$ cat src/rtl/exec_sequencer.sv
// Execute-stage sequencer: captures a fetched instruction, classifies it, and steps through
// operand read, ALU strobe and writeback. Optional RMW dummy write via RMW_DUMMY_WRITE_EN.
module exec_sequencer #(
    parameter int REG_WIDTH  = 8,
    parameter int ADDR_WIDTH = 16
) (
    input  logic                  phi1,
    input  logic                  reset,
    input  logic                  instruction_ready,
    input  logic [REG_WIDTH-1:0]  instruction_in,
    input  logic [ADDR_WIDTH-1:0] addr_in,
    input  logic [REG_WIDTH-1:0]  imm_in,
    input  logic [REG_WIDTH-1:0]  mem_rdata,
    input  logic [REG_WIDTH-1:0]  store_data,
    input  logic [REG_WIDTH-1:0]  alu_result,
    output logic                  instruction_done,
    output logic [ADDR_WIDTH-1:0] mem_addr,
    output logic                  mem_we,
    output logic [REG_WIDTH-1:0]  mem_wdata,
    output logic [REG_WIDTH-1:0]  alu_a,
    output logic [REG_WIDTH-1:0]  alu_op,
    output logic                  alu_go,
    output logic                  reg_we,
    output logic [1:0]            store_sel,
    output logic                  seq_err
);

    typedef enum logic [2:0] {
        S_BOOT,
        S_IDLE,
        S_READ,
        S_EXEC,
`ifdef RMW_DUMMY_WRITE_EN
        S_DUMMY,
`endif
        S_WRITE,
        S_DONE
    } state_t;

    typedef enum logic [2:0] {
        C_IMPLIED,
        C_IMM,
        C_LOAD,
        C_STORE,
        C_RMW
    } class_t;

    // Decode on the 6502 aaa/bbb/cc opcode fields; cc=11 has no defined class and runs as IMPLIED.
    function automatic class_t classify(input logic [7:0] op);
        logic [2:0] aaa;
        logic [2:0] bbb;
        class_t     c;
        aaa = op[7:5];
        bbb = op[4:2];
        c   = C_IMPLIED;
        unique case (op[1:0])
            2'b01: begin
                if (aaa == 3'b100)      c = C_STORE;
                else if (bbb == 3'b010) c = C_IMM;
                else                    c = C_LOAD;
            end
            2'b10: begin
                if (aaa == 3'b100)      c = C_STORE;
                else if (aaa == 3'b101) c = (bbb == 3'b000) ? C_IMM : C_LOAD;
                else if (bbb == 3'b010) c = C_IMPLIED;
                else                    c = C_RMW;
            end
            2'b00: begin
                if (aaa == 3'b100)      c = C_STORE;
                else if (aaa == 3'b101) c = (bbb == 3'b000) ? C_IMM : C_LOAD;
                else                    c = C_IMPLIED;
            end
            default: c = C_IMPLIED;
        endcase
        return c;
    endfunction

    state_t                state_q,   state_d;
    class_t                class_q,   class_d;
    logic                  ready_q;
    logic                  seq_err_q, seq_err_d;
    logic [REG_WIDTH-1:0]  opcode_q,  opcode_d;
    logic [REG_WIDTH-1:0]  imm_q,     imm_d;
    logic [REG_WIDTH-1:0]  operand_q, operand_d;
    logic [REG_WIDTH-1:0]  result_q,  result_d;
    logic [ADDR_WIDTH-1:0] addr_q,    addr_d;
    logic                  rise;

    assign rise = instruction_ready & ~ready_q;

    // NOTE: every signal written here gets a default first, so no path can infer a latch.
    always_comb begin
        state_d          = state_q;
        class_d          = class_q;
        seq_err_d        = seq_err_q;
        opcode_d         = opcode_q;
        imm_d            = imm_q;
        operand_d        = operand_q;
        result_d         = result_q;
        addr_d           = addr_q;
        instruction_done = 1'b0;
        mem_addr         = '0;
        mem_we           = 1'b0;
        mem_wdata        = '0;
        alu_a            = '0;
        alu_go           = 1'b0;
        reg_we           = 1'b0;

        unique case (state_q)
            S_BOOT: state_d = S_DONE;
            S_IDLE: begin
                if (rise) begin
                    opcode_d = instruction_in;
                    addr_d   = addr_in;
                    imm_d    = imm_in;
                    class_d  = classify(instruction_in[7:0]);
                    unique case (class_d)
                        C_LOAD, C_RMW: state_d = S_READ;
                        C_STORE:       state_d = S_WRITE;
                        default:       state_d = S_EXEC;
                    endcase
                end
            end
            S_READ: begin
                mem_addr  = addr_q;
                operand_d = mem_rdata;
                state_d   = S_EXEC;
            end
            S_EXEC: begin
                alu_go = 1'b1;
                reg_we = (class_q != C_RMW);
                unique case (class_q)
                    C_LOAD, C_RMW: alu_a = operand_q;
                    C_IMM:         alu_a = imm_q;
                    default:       alu_a = '0;
                endcase
                if (class_q == C_RMW) begin
                    result_d = alu_result;
`ifdef RMW_DUMMY_WRITE_EN
                    state_d  = S_DUMMY;
`else
                    state_d  = S_WRITE;
`endif
                end else begin
                    state_d = S_DONE;
                end
            end
`ifdef RMW_DUMMY_WRITE_EN
            // NMOS bus behaviour: the unmodified operand is written back before the result.
            S_DUMMY: begin
                mem_we    = 1'b1;
                mem_addr  = addr_q;
                mem_wdata = operand_q;
                state_d   = S_WRITE;
            end
`endif
            S_WRITE: begin
                mem_we    = 1'b1;
                mem_addr  = addr_q;
                mem_wdata = (class_q == C_STORE) ? store_data : result_q;
                state_d   = S_DONE;
            end
            S_DONE: begin
                instruction_done = 1'b1;
                state_d          = S_IDLE;
            end
            default: state_d = S_BOOT;
        endcase

        // A new instruction edge can only be accepted in IDLE; DONE drops it silently.
        if (rise && (state_q != S_IDLE) && (state_q != S_DONE)) seq_err_d = 1'b1;
    end

    assign alu_op  = opcode_q;
    assign seq_err = seq_err_q;
    always_comb begin
        unique case (opcode_q[1:0])
            2'b10:   store_sel = 2'b01;
            2'b00:   store_sel = 2'b10;
            default: store_sel = 2'b00;
        endcase
    end

    // NOTE: sequential state uses non-blocking assignments so every register samples pre-edge values.
    always_ff @(posedge phi1 or posedge reset) begin
        if (reset) begin
            state_q   <= S_BOOT;
            class_q   <= C_IMPLIED;
            ready_q   <= 1'b1;
            seq_err_q <= 1'b0;
            opcode_q  <= '0;
            imm_q     <= '0;
            operand_q <= '0;
            result_q  <= '0;
            addr_q    <= '0;
        end else begin
            state_q   <= state_d;
            class_q   <= class_d;
            ready_q   <= instruction_ready;
            seq_err_q <= seq_err_d;
            opcode_q  <= opcode_d;
            imm_q     <= imm_d;
            operand_q <= operand_d;
            result_q  <= result_d;
            addr_q    <= addr_d;
        end
    end

endmodule

$ cat config.mk
export PLATFORM = sky130hd
export DESIGN_NAME = exec_sequencer
export DESIGN_NICKNAME = d
export VERILOG_FILES = /design/src/rtl/exec_sequencer.sv
export SDC_FILE = /design/constraint.sdc
export NUM_CORES = 1
export LEC_CHECK = 0
export ABC_CLOCK_PERIOD_IN_PS = 5100
export BUFFER_PORTS_ARGS = -buffer_cell sky130_fd_sc_hd__buf_2
export CAP_MARGIN = 20
export CORE_MARGIN = 4
export CORE_UTILIZATION = 37
export DETAILED_ROUTE_END_ITERATION = 10
export HOLD_SLACK_MARGIN = 0.12
export PLACE_DENSITY_LB_ADDON = 0.15
export SYNTH_ARGS = -nofsm -noshare
export SYNTH_HDL_FRONTEND = slang
export SYNTH_SLANG_ARGS = --single-unit
$ cat constraint.sdc
create_clock -name phi1 -period 5.1 [get_ports phi1]
set_input_delay 0.765 -clock phi1 [delete_from_list [all_inputs] [get_ports phi1]]
set_output_delay 0.765 -clock phi1 [all_outputs]
set_load 0.005 [all_outputs]
==> impl_metrics.ini, run 1 <==
[layout]
nets = 378
area_growth_pct = 25.9
drive_above_1_share_pct = 54.4
n_antenna_cell = 0

[routing]
drc_errors = 0
route.final.wire_length_um = 5570
routedWlPerCell_um = 13.4
vias = 1953
first_iter_violations = 71
drtPass1Iterations = 4
antenna_left = 0
viasPerCell = 4.69

[sta]
slew_headroom_pct = 53.7
final.min_clock_period_ps = 2760
fmax_mhz = 363
maxSlewViolCount = 0
tightest_slew_ps = 694
layout_setup_ws_ps = 2340
finalHoldViolCount = 0
skew_ps = 6.72
fin_setup_tns_ps = 0
setup_viol = 0
fin_crit_sh_pct = 54.0
rsz0062_at_grt = false

[placed_design]
gp_congestion = 0.678
hpwl_um = 4120
pre_cts_slack_ps = 2470
portBuffers = 105

[synthesis]
syn-instance-count = 213
yosysTopAreaCell = dfrtp_1
yosys_warnings = 0
ys_types = 33
syn_area_sq_um = 2650
syn_avg_cell_area_sq_um = 12.4
synth_nets = 272
ys_top_cells_by_area = dfrtp_1, mux2_2, nor2b_1
ys_seq_elements = 56
yosysSeqAreaShare_pct = 53.0
synth.top_cell.area_share_pct = 52.0

[clocking]
clock-sinks = 56
cts_hold_buf = 0
path_clk_slew_ps = 100
insertion_delay_ps = 300
cts_tree = yes
post-cts-setup-buffers = 0
clock_path_buffers = 2
ctsRootBufferMaster = clkbuf_8
htree_levels = 2
cts_made_buffers = 5
cts_resized = 0

[setup_path]
path_max_fanout = 16
worst_ep_arrival_time_ps = 1990
startpoint_type = register
cp_slowest_cell = nor2_2
end_kind = primary output
cp-endpoint = mem_addr[15]
r2r_start = state_q[1]
cp.required_ps = 4340
r2r_cells = 4
critPathKind = register to primary output
startpoint = state_q[1]
r2r_slack_ps = 2950
r2r_end = imm_q[2]
cpPeakStageDelay_ps = 510
crit_chain = nor2_1, nand2_2, inv_1, nor2_2, nor2b_1, buf_2

[power]
p_total_w = 0.00160
max-vdd-ir-drop_v = 0.000184
p_per_area_nw_per_um2 = 481
leakage_nw = 1.64

[floorplanning]
die_y_um = 92.6
core_region_area_sq_um = 6870
die_w_um = 92.6
dieArea_sq_um = 8580
rows = 30
pin_count = 106
initial_core_util_pct = 38.6

[worst_hold_path]
hold_class = register to register
min-delay-start = seq_err

[global_routing]
grt.overflow.total = 0
grt_use_total_pct = 13.1
grt_pass1_vias = 1912
antenna_found_initial = 0
grt_max_degree = 57
grt_pass1_wl_um = 9030

[job]
drv_cap = 0

[run_status]
status = finished, final reports clean
[per-stage QoR]
stage                     util, %  std cells  hold slack (ps)  instance area [sq um]
after floorplan                 -        213              451                   2650
after global placement       47.2        408              437                   3240
after detailed placement     47.2        408              447                   3240
after CTS                    48.5        416              470                   3330
after global routing         48.5        416              491                   3330
final                        48.5        416              462                   3330
[flip-flops by register name (all words and copies together) (netlist names)]
name       flops
addr_q        16
alu_op         8
class_q        3
imm_q          8
operand_q      8
ready_q        1
result_q       8
seq_err        1
state_q        3
[cell usage after synthesis]
library cell	instances
xnor2_1	1
and2b_1	1
and3_1	1
mux2i_1	9
o31ai_1	1
a22oi_1	9
dfrtp_1	55
a31o_2	3
nand2b_4	1
inv_1	6
nor2_4	1
a21oi_1	2
o21ai_0	2
nand2b_1	1
nor2_1	24
nor3b_1	2
nand3_2	1
clkbuf_1	1
a22o_1	1
buf_4	2
nor2b_1	19
buf_6	5
dfstp_2	1
nand2_2	2
nand3_1	4
nand2_1	3
a31oi_1	1
nand3b_1	2
nor3b_2	1
a21o_1	1
a32oi_1	1
mux2_2	48
nor2_2	1
[worst min-delay path by stage]
stage / slack, ps / depth (start not counted) / endpoint
2_1_floorplan: 450 / 1 / seq_err
6_report: 460 / 1 / seq_err
4_1_cts: 470 / 1 / seq_err
3_5_place_dp: 450 / 1 / seq_err
5_1_grt: 490 / 1 / seq_err
3_3_place_gp: 440 / 1 / seq_err
[worst max-delay path, delay by kind of cell, from the launching register on]
kind / cells / cell delay (ps)
buffers and inverters: 2 / 250
AND/OR/NAND/NOR: 4 / 930
flip-flops: 1 / 500
[cell type report]
| cell class | count | area (sq um) |
|---|---|---|
| clock inverter | 1 | 7.51 |
| clock buffer | 7 | 86.3 |
| tap | 96 | 120 |
| timing repair buffer | 107 | 541 |
| inverter | 6 | 22.5 |
| multi-input combinational | 143 | 1150 |
| fill | 660 | 3530 |
| sequential | 56 | 1400 |
[layout by cell type, fill, tap and decap left out]
cell        instances
buf_2             105
dfrtp_1            55
mux2_2             48
nor2_1             24
nor2b_1            19
a22oi_1             9
mux2i_1             9
clkbuf_8            6
inv_1               5
nand3_1             4
nand2_1             3
a31o_2              3
nor3b_1             2
nand2_2             2
o21ai_0             2
a21oi_1             2
nand3b_1            2
buf_4               2
nand3_2             1
nand2b_1            1
nor2_4              1
nand2b_4            1
and2b_1             1
nor3b_4             1
a21o_1              1
xnor2_1             1
and3_1              1
nor2_2              1
inv_2               1
o31ai_1             1
a31oi_1             1
a32oi_1             1
a22o_1              1
clkbuf_1            1
clkinvlp_4          1
dfstp_2             1
[cell families (layout without fill, tap and decap cells)]
group	count (synthesis)	count (layout)	share of synthesized area (%)
AOI/OAI and AO/OA	21	21	5.76
buffers and inverters	14	121	3.68
and+or+nand+nor	64	64	13.5
DFF	56	56	53.0
muxes	57	57	23.8
xor gates and xnor gates	1	1	0.331
[per-layer routing]
layer | up-vias | wire, um | track usage [%]
met3 | 4 | 366 | 3.74
met2 | 63 | 2610 | 21.5
li1 | 960 | - | -
met1 | 926 | 2560 | 17.2
met5 | - | 0 | 0
met4 | 0 | 36 | 2.93
[where the power goes]
| group | leakage, nW | switching (W) | internal (W) | total (W) |
|---|---|---|---|---|
| Sequential | 0.666 | 0.000123 | 0.000655 | 0.000778 |
| Combinational | 0.932 | 0.000238 | 0.000338 | 0.000576 |
| Clock | 0.0445 | 0.000138 | 0.000111 | 0.000249 |
Note: power is estimated with default switching activity, not from simulation.
==> inputs of run 2 (changes only) <==
Settings changed: ABC_AREA set to 1, ABC_CLOCK_PERIOD_IN_PS 5100 to 2700.
Clock period 5.1 ns to 2.7 ns, I/O delays scaled along.
==> run 2 against run 1 <==
Setup slack lost 1900 ps. Global-route usage increased by 2.1 points. Clock skew hardly changed. Cell area increased by 2.6%. Core utilization fell by 1.1 points. Largest cell class unchanged. Clock-buffer cell count decreased by 2. Largest power group unchanged. Critical endpoint is now alu_a[0]. Via count grew 23%. Combinational power is 120% higher. Wire length grew 13%. Highest routed layer unchanged.
==> impl_metrics.ini, run 2 <==
[setup_path]
worst_ep_arrival_time_ps = 1840
path_max_fanout = 8
end_kind = primary output
startpoint_type = register
cp_slowest_cell = o21ai_1
path_buf_inv = 3
cpPeakStageDelay_ps = 560
r2r_end = alu_op[2]
r2r_slack_ps = 900
r2r_cells = 9
cp.required_ps = 2300
cpLargestDelayFamily = compound AO/OA/AOI/OAI gates
r2r_start = state_q[1]
crit_chain = inv_1, nor2_1, o21ai_1, o22ai_1, inv_1, nor2_1, buf_2
critPathKind = register to primary output

[synthesis]
synth.top_cell.area_share_pct = 50.3
yosysSeqAreaShare_pct = 51.2
yosysTopAreaCell = dfrtp_1
ys.flop_type = dfrtp_1
synth.most_common_cell = nand2_1
synth-edff-count = 0
synthArstFlopShare_pct = 100
yosys_warnings = 0
synth_commonest_cells = nand2_1, inv_1, dfrtp_1, nor2_1, o21ai_0
synth_nets = 406
syn_area_sq_um = 2740
ys_types = 27
syn-instance-count = 347
ys_seq_elements = 56
ys_top_cells_by_area = dfrtp_1, nand2_1, o21ai_0
syn_avg_cell_area_sq_um = 7.89

[sta]
setup_viol = 0
skew_ps = 6.64
fin_setup_tns_ps = 0
fin_crit_sh_pct = 83.3
final.min_clock_period_ps = 2250
slew_headroom_pct = 54.8
fmax_mhz = 445
finalHoldViolCount = 0
tightest_slew_ps = 674
rsz0062_at_grt = false
maxSlewViolCount = 0

[power]
clkPwrFrac_pct = 14.6
p_comb_share_pct = 40.9
max-vdd-ir-drop_v = 0.000419
p_per_area_nw_per_um2 = 904
p_int_w = 0.00189
p_switching_w = 0.00120
leakage_nw = 1.87
pwr-share-seq_pct = 44.5
swShare_pct = 38.9

[routing]
vias = 2403
routedWlPerCell_um = 11.4
route.final.wire_length_um = 6310
drtPass1Iterations = 4
drc_errors = 0
first_iter_violations = 66
antenna_left = 0
viasPerCell = 4.35

[floorplanning]
rows = 31
core_region_area_sq_um = 7210
die_y_um = 94.0
die_w_um = 94.0
pin_count = 106
initial_core_util_pct = 38.0
dieArea_sq_um = 8840

[placed_design]
gp_congestion = 0.747
hpwl_um = 4710
portBuffers = 105
place_area_sq_um = 3330

[layout]
drive_above_1_share_pct = 29.7
nets = 512
nFillCells = 751
area_growth_pct = 24.9
n_antenna_cell = 0
multiInputGateArea_sq_um = 983
regArea_sq_um = 1400
layout_commonest_cell = buf_2
largest_reg_flops = 16
fin_util_pct = 47.4
design_area_sq_um = 3420
final_cell_mix = buf_2, nand2_1, inv_1
regMostFlops = addr_q

[global_routing]
grt_pass1_vias = 2373
antenna_found_initial = 0
grt_pass1_wl_um = 10700
grt_use_total_pct = 15.1
grt.overflow.total = 0
grt_max_degree = 57

[clocking]
clock-sinks = 56
htree_levels = 2
clock_path_buffers = 2
insertion_delay_ps = 310
cts_tree = yes
cts_hold_buf = 0
ctsRootBufferMaster = clkbuf_8
cts_resized = 0
cts_made_buffers = 5
post-cts-setup-buffers = 0
path_clk_slew_ps = 100

[worst_hold_path]
hold_class = input port to asynchronous set/reset pin

[job]
drv_cap = 0

[run_status]
status = finished, final reports clean
==> run 2: changes by cell type after synthesis, moves of 7 or more <==
cell | previous run | this run
nand2_1 | 3 | 72
inv_1 | 6 | 67
o21ai_0 | 2 | 51
mux2_2 | 48 | 0
nor2_1 | 24 | 52
nor2b_1 | 19 | 0
a22oi_1 | 9 | 0
mux2i_1 | 9 | 0
o22ai_1 | 0 | 8
o21ai_2 | 0 | 7
==> run 2: how the worst max path moves through the flow <==
stage	from	end	slack [ps]	cells after the start
2_1_floorplan	reset	addr_q[0]	930	1
3_3_place_gp	state_q[2]	mem_addr[15]	770	5
3_5_place_dp	state_q[2]	mem_addr[15]	760	5
4_1_cts	state_q[2]	mem_addr[15]	430	5
5_1_grt	state_q[2]	mem_addr[15]	270	5
6_report	class_q[2]	alu_a[0]	450	7
==> run 2: routing by layer <==
| metal | GRT usage, % | vias up | wire length [um] |
|---|---|---|---|
| li1 | - | 1268 | - |
| met5 | 0 | - | 0 |
| met2 | 24.5 | 74 | 2830 |
| met3 | 4.17 | 7 | 447 |
| met1 | 19.8 | 1054 | 2950 |
| met4 | 4.33 | 0 | 75 |
==> run 2: layout make-up <==
| class | instances | share of cell area (%) |
|---|---|---|
| clock buffer | 5 | 2.01 |
| clock inverter | 3 | 0.548 |
| inverter | 71 | 7.86 |
| multi-input combinational | 210 | 28.7 |
| sequential | 56 | 41.0 |
| tap | 99 | 3.62 |
| timing repair buffer | 109 | 16.2 |
==> run 2: logic make-up (layout without fill, tap and decap cells) <==
logic type,Yosys count,after routing,synth area share [%]
flip-flops,56,56,51.2
AND/OR/NAND/NOR,140,140,21.7
buffers and inverters,81,188,12.9
AO/OA/AOI/OAI,70,70,14.2
==> run 2: per-stage QoR <==
| stage | setup WS, ps | total power [W] | hold slack, ps | cells |
|---|---|---|---|---|
| 3_5_place_dp | 757 | 0.00268 | 443 | 545 |
| 6_report | 452 | 0.00309 | 144 | 553 |
| 5_1_grt | 272 | 0.00343 | 177 | 553 |
| 3_3_place_gp | 771 | 0.00266 | 440 | 545 |
| 2_1_floorplan | 925 | 0.00227 | 409 | 347 |
| 4_1_cts | 429 | 0.00316 | 162 | 553 |
==> run 2: power by group through the flow <==
stage / clock network, W / registers [W] / logic, W
final: 0.000451 / 0.00138 / 0.00127
after global routing: 0.000505 / 0.00143 / 0.00150
after CTS: 0.000478 / 0.00138 / 0.00130
after detailed placement: 0 / 0.00139 / 0.00129
after global placement: 0 / 0.00139 / 0.00127
after floorplan: 0 / 0.00137 / 0.000899
==> inputs of run 3 (changes only) <==
Settings changed: ABC_CLOCK_PERIOD_IN_PS 2700 to 1840.
Clock period 2.7 ns to 1.84 ns, I/O delays scaled along.
==> run 3 against run 2 <==
Clock power up 93%. Non-clock buffer count up 10. Sequential share of layout area is 3.1 points lower. Clock skew barely moved. Critical path depth grew 1. Setup slack worse by 420 ps. Via count up 3.3%. First-iteration DRC count grew 29%.
==> impl_metrics.ini, run 3 (same netlist as run 2, synthesis figures left out) <==
[global_routing]
grt_max_degree = 57
grt.overflow.total = 0
grt_pass1_wl_um = 10900
grt_use_total_pct = 15.6
antenna_found_initial = 0
grt_pass1_vias = 2388

[setup_path]
r2r_start = state_q[1]
end_kind = primary output
cp.required_ps = 1560
r2r_cells = 7
worst_ep_arrival_time_ps = 1540
r2r_slack_ps = 240
startpoint = class_q[1]
startpoint_type = register
path_max_fanout = 8
critPathKind = register to primary output
r2r_end = addr_q[4]
cp-endpoint = alu_a[0]

[power]
p_comb_share_pct = 43.9
p_switching_w = 0.00199
max-vdd-ir-drop_v = 0.000656
p_per_area_nw_per_um2 = 1420
pwr-share-seq_pct = 39.6
p_total_w = 0.00526
leakage_nw = 1.98
swShare_pct = 37.9
p_int_w = 0.00327
clkPwrFrac_pct = 16.5

[layout]
nets = 522
regMostFlops = addr_q
final_cell_mix = buf_2, nand2_1, inv_1
largest_reg_flops = 16
nFillCells = 742
n_antenna_cell = 0
fin_util_pct = 51.4
area_growth_pct = 35.5
layout_commonest_cell = buf_2
drive_above_1_share_pct = 35.6
design_area_sq_um = 3710

[clocking]
clock-sinks = 56
ctsRootBufferMaster = clkbuf_8
cts_tree = yes
htree_levels = 2
clock_path_buffers = 2
insertion_delay_ps = 300
path_clk_slew_ps = 100
cts_made_buffers = 5

[job]
drv_cap = 0

[sta]
maxSlewViolCount = 0
tightest_slew_ps = 310
setup_viol = 0
fmax_mhz = 552
final.min_clock_period_ps = 1810
slew_headroom_pct = 79.3
layout_setup_ws_ps = 27.5
rsz0062_at_grt = true
skew_ps = 7.10
worst_hold_slack_ps = 168
finalHoldViolCount = 0
fin_crit_sh_pct = 98.5

[floorplanning]
pin_count = 106
rows = 31
core_region_area_sq_um = 7210
die_w_um = 94.0
dieArea_sq_um = 8840
initial_core_util_pct = 38.0
die_y_um = 94.0

[placed_design]
pre_cts_slack_ps = 102
place_area_sq_um = 3380
gp_congestion = 0.771
portBuffers = 105
hpwl_um = 4840

[routing]
route.final.wire_length_um = 6770
routedWlPerCell_um = 12.0
viasPerCell = 4.41
vias = 2482
drc_errors = 0
drtPass1Iterations = 4
antenna_left = 0
first_iter_violations = 85

[worst_hold_path]
hold_class = input port to register
whs_path_depth = 3

[run_status]
status = finished, final reports clean
==> run 3: final cells by class <==
type                            instances  area, sq um  area share [%]
Clock buffer                            7         96.3            2.60
Clock inverter                          1         30.0           0.809
Inverter                               71          277            7.45
Multi-Input combinational cell        210         1090            29.4
Sequential cell                        56         1410            37.9
Tap cell                               99          124            3.34
Timing Repair Buffer                  119          687            18.5
==> run 3: worst max-delay path, stage by stage (launching register included) <==
cell	delay [ps]
dfrtp_1	420
inv_2	90
nor2_4	150
o21ai_4	80
buf_12	140
o22ai_2	80
inv_1	60
nor2_1	80
buf_2	120
==> run 3: how the worst min path moves through the flow <==
stage	endpoint	slack [ps]	startpoint
floorplan	ready_q	280	instruction_ready
global placement	result_q[0]	350	reset
detailed placement	result_q[0]	360	reset
CTS	imm_q[4]	160	imm_in[4]
global route	imm_q[6]	150	imm_in[6]
finish	imm_q[2]	170	imm_in[2]
==> run 3: repair_timing <==
action,4_1_cts,5_1_grt
pin swaps,2,3
hold buffers,2,0
endpoints found under the hold margin,56,0
endpoints found under the setup margin,32,32
cloned,0,1
buffers inserted,1,3
gates resized for setup,5,29
==> run 3: power by group through the flow <==
stage / Sequential (W) / Combinational, W / Clock, W
floorplan: 0.00201 / 0.00132 / 0
global placement: 0.00204 / 0.00192 / 0
detailed placement: 0.00205 / 0.00196 / 0
CTS: 0.00204 / 0.00203 / 0.000904
global route: 0.00215 / 0.00265 / 0.000955
finish: 0.00208 / 0.00231 / 0.000869
==> run 3: routing by layer <==
| metal | part of all wire (%) | up-vias | global-route usage (%) |
|---|---|---|---|
| met5 | 0 | - | 0 |
| met1 | 45 | 1113 | 20.6 |
| met4 | 1.1 | 0 | 4.45 |
| met3 | 6.6 | 6 | 4.09 |
| met2 | 47 | 75 | 25.4 |
| li1 | - | 1288 | - |
==> run 3: stage by stage <==
| step | TNS [ps] | instances |
|---|---|---|
| 4_1_cts | -280 | 559 |
| 3_5_place_dp | 0 | 548 |
| 2_1_floorplan | 0 | 347 |
| 3_3_place_gp | 0 | 548 |
| 5_1_grt | -674 | 563 |
| 6_report | 0 | 563 |
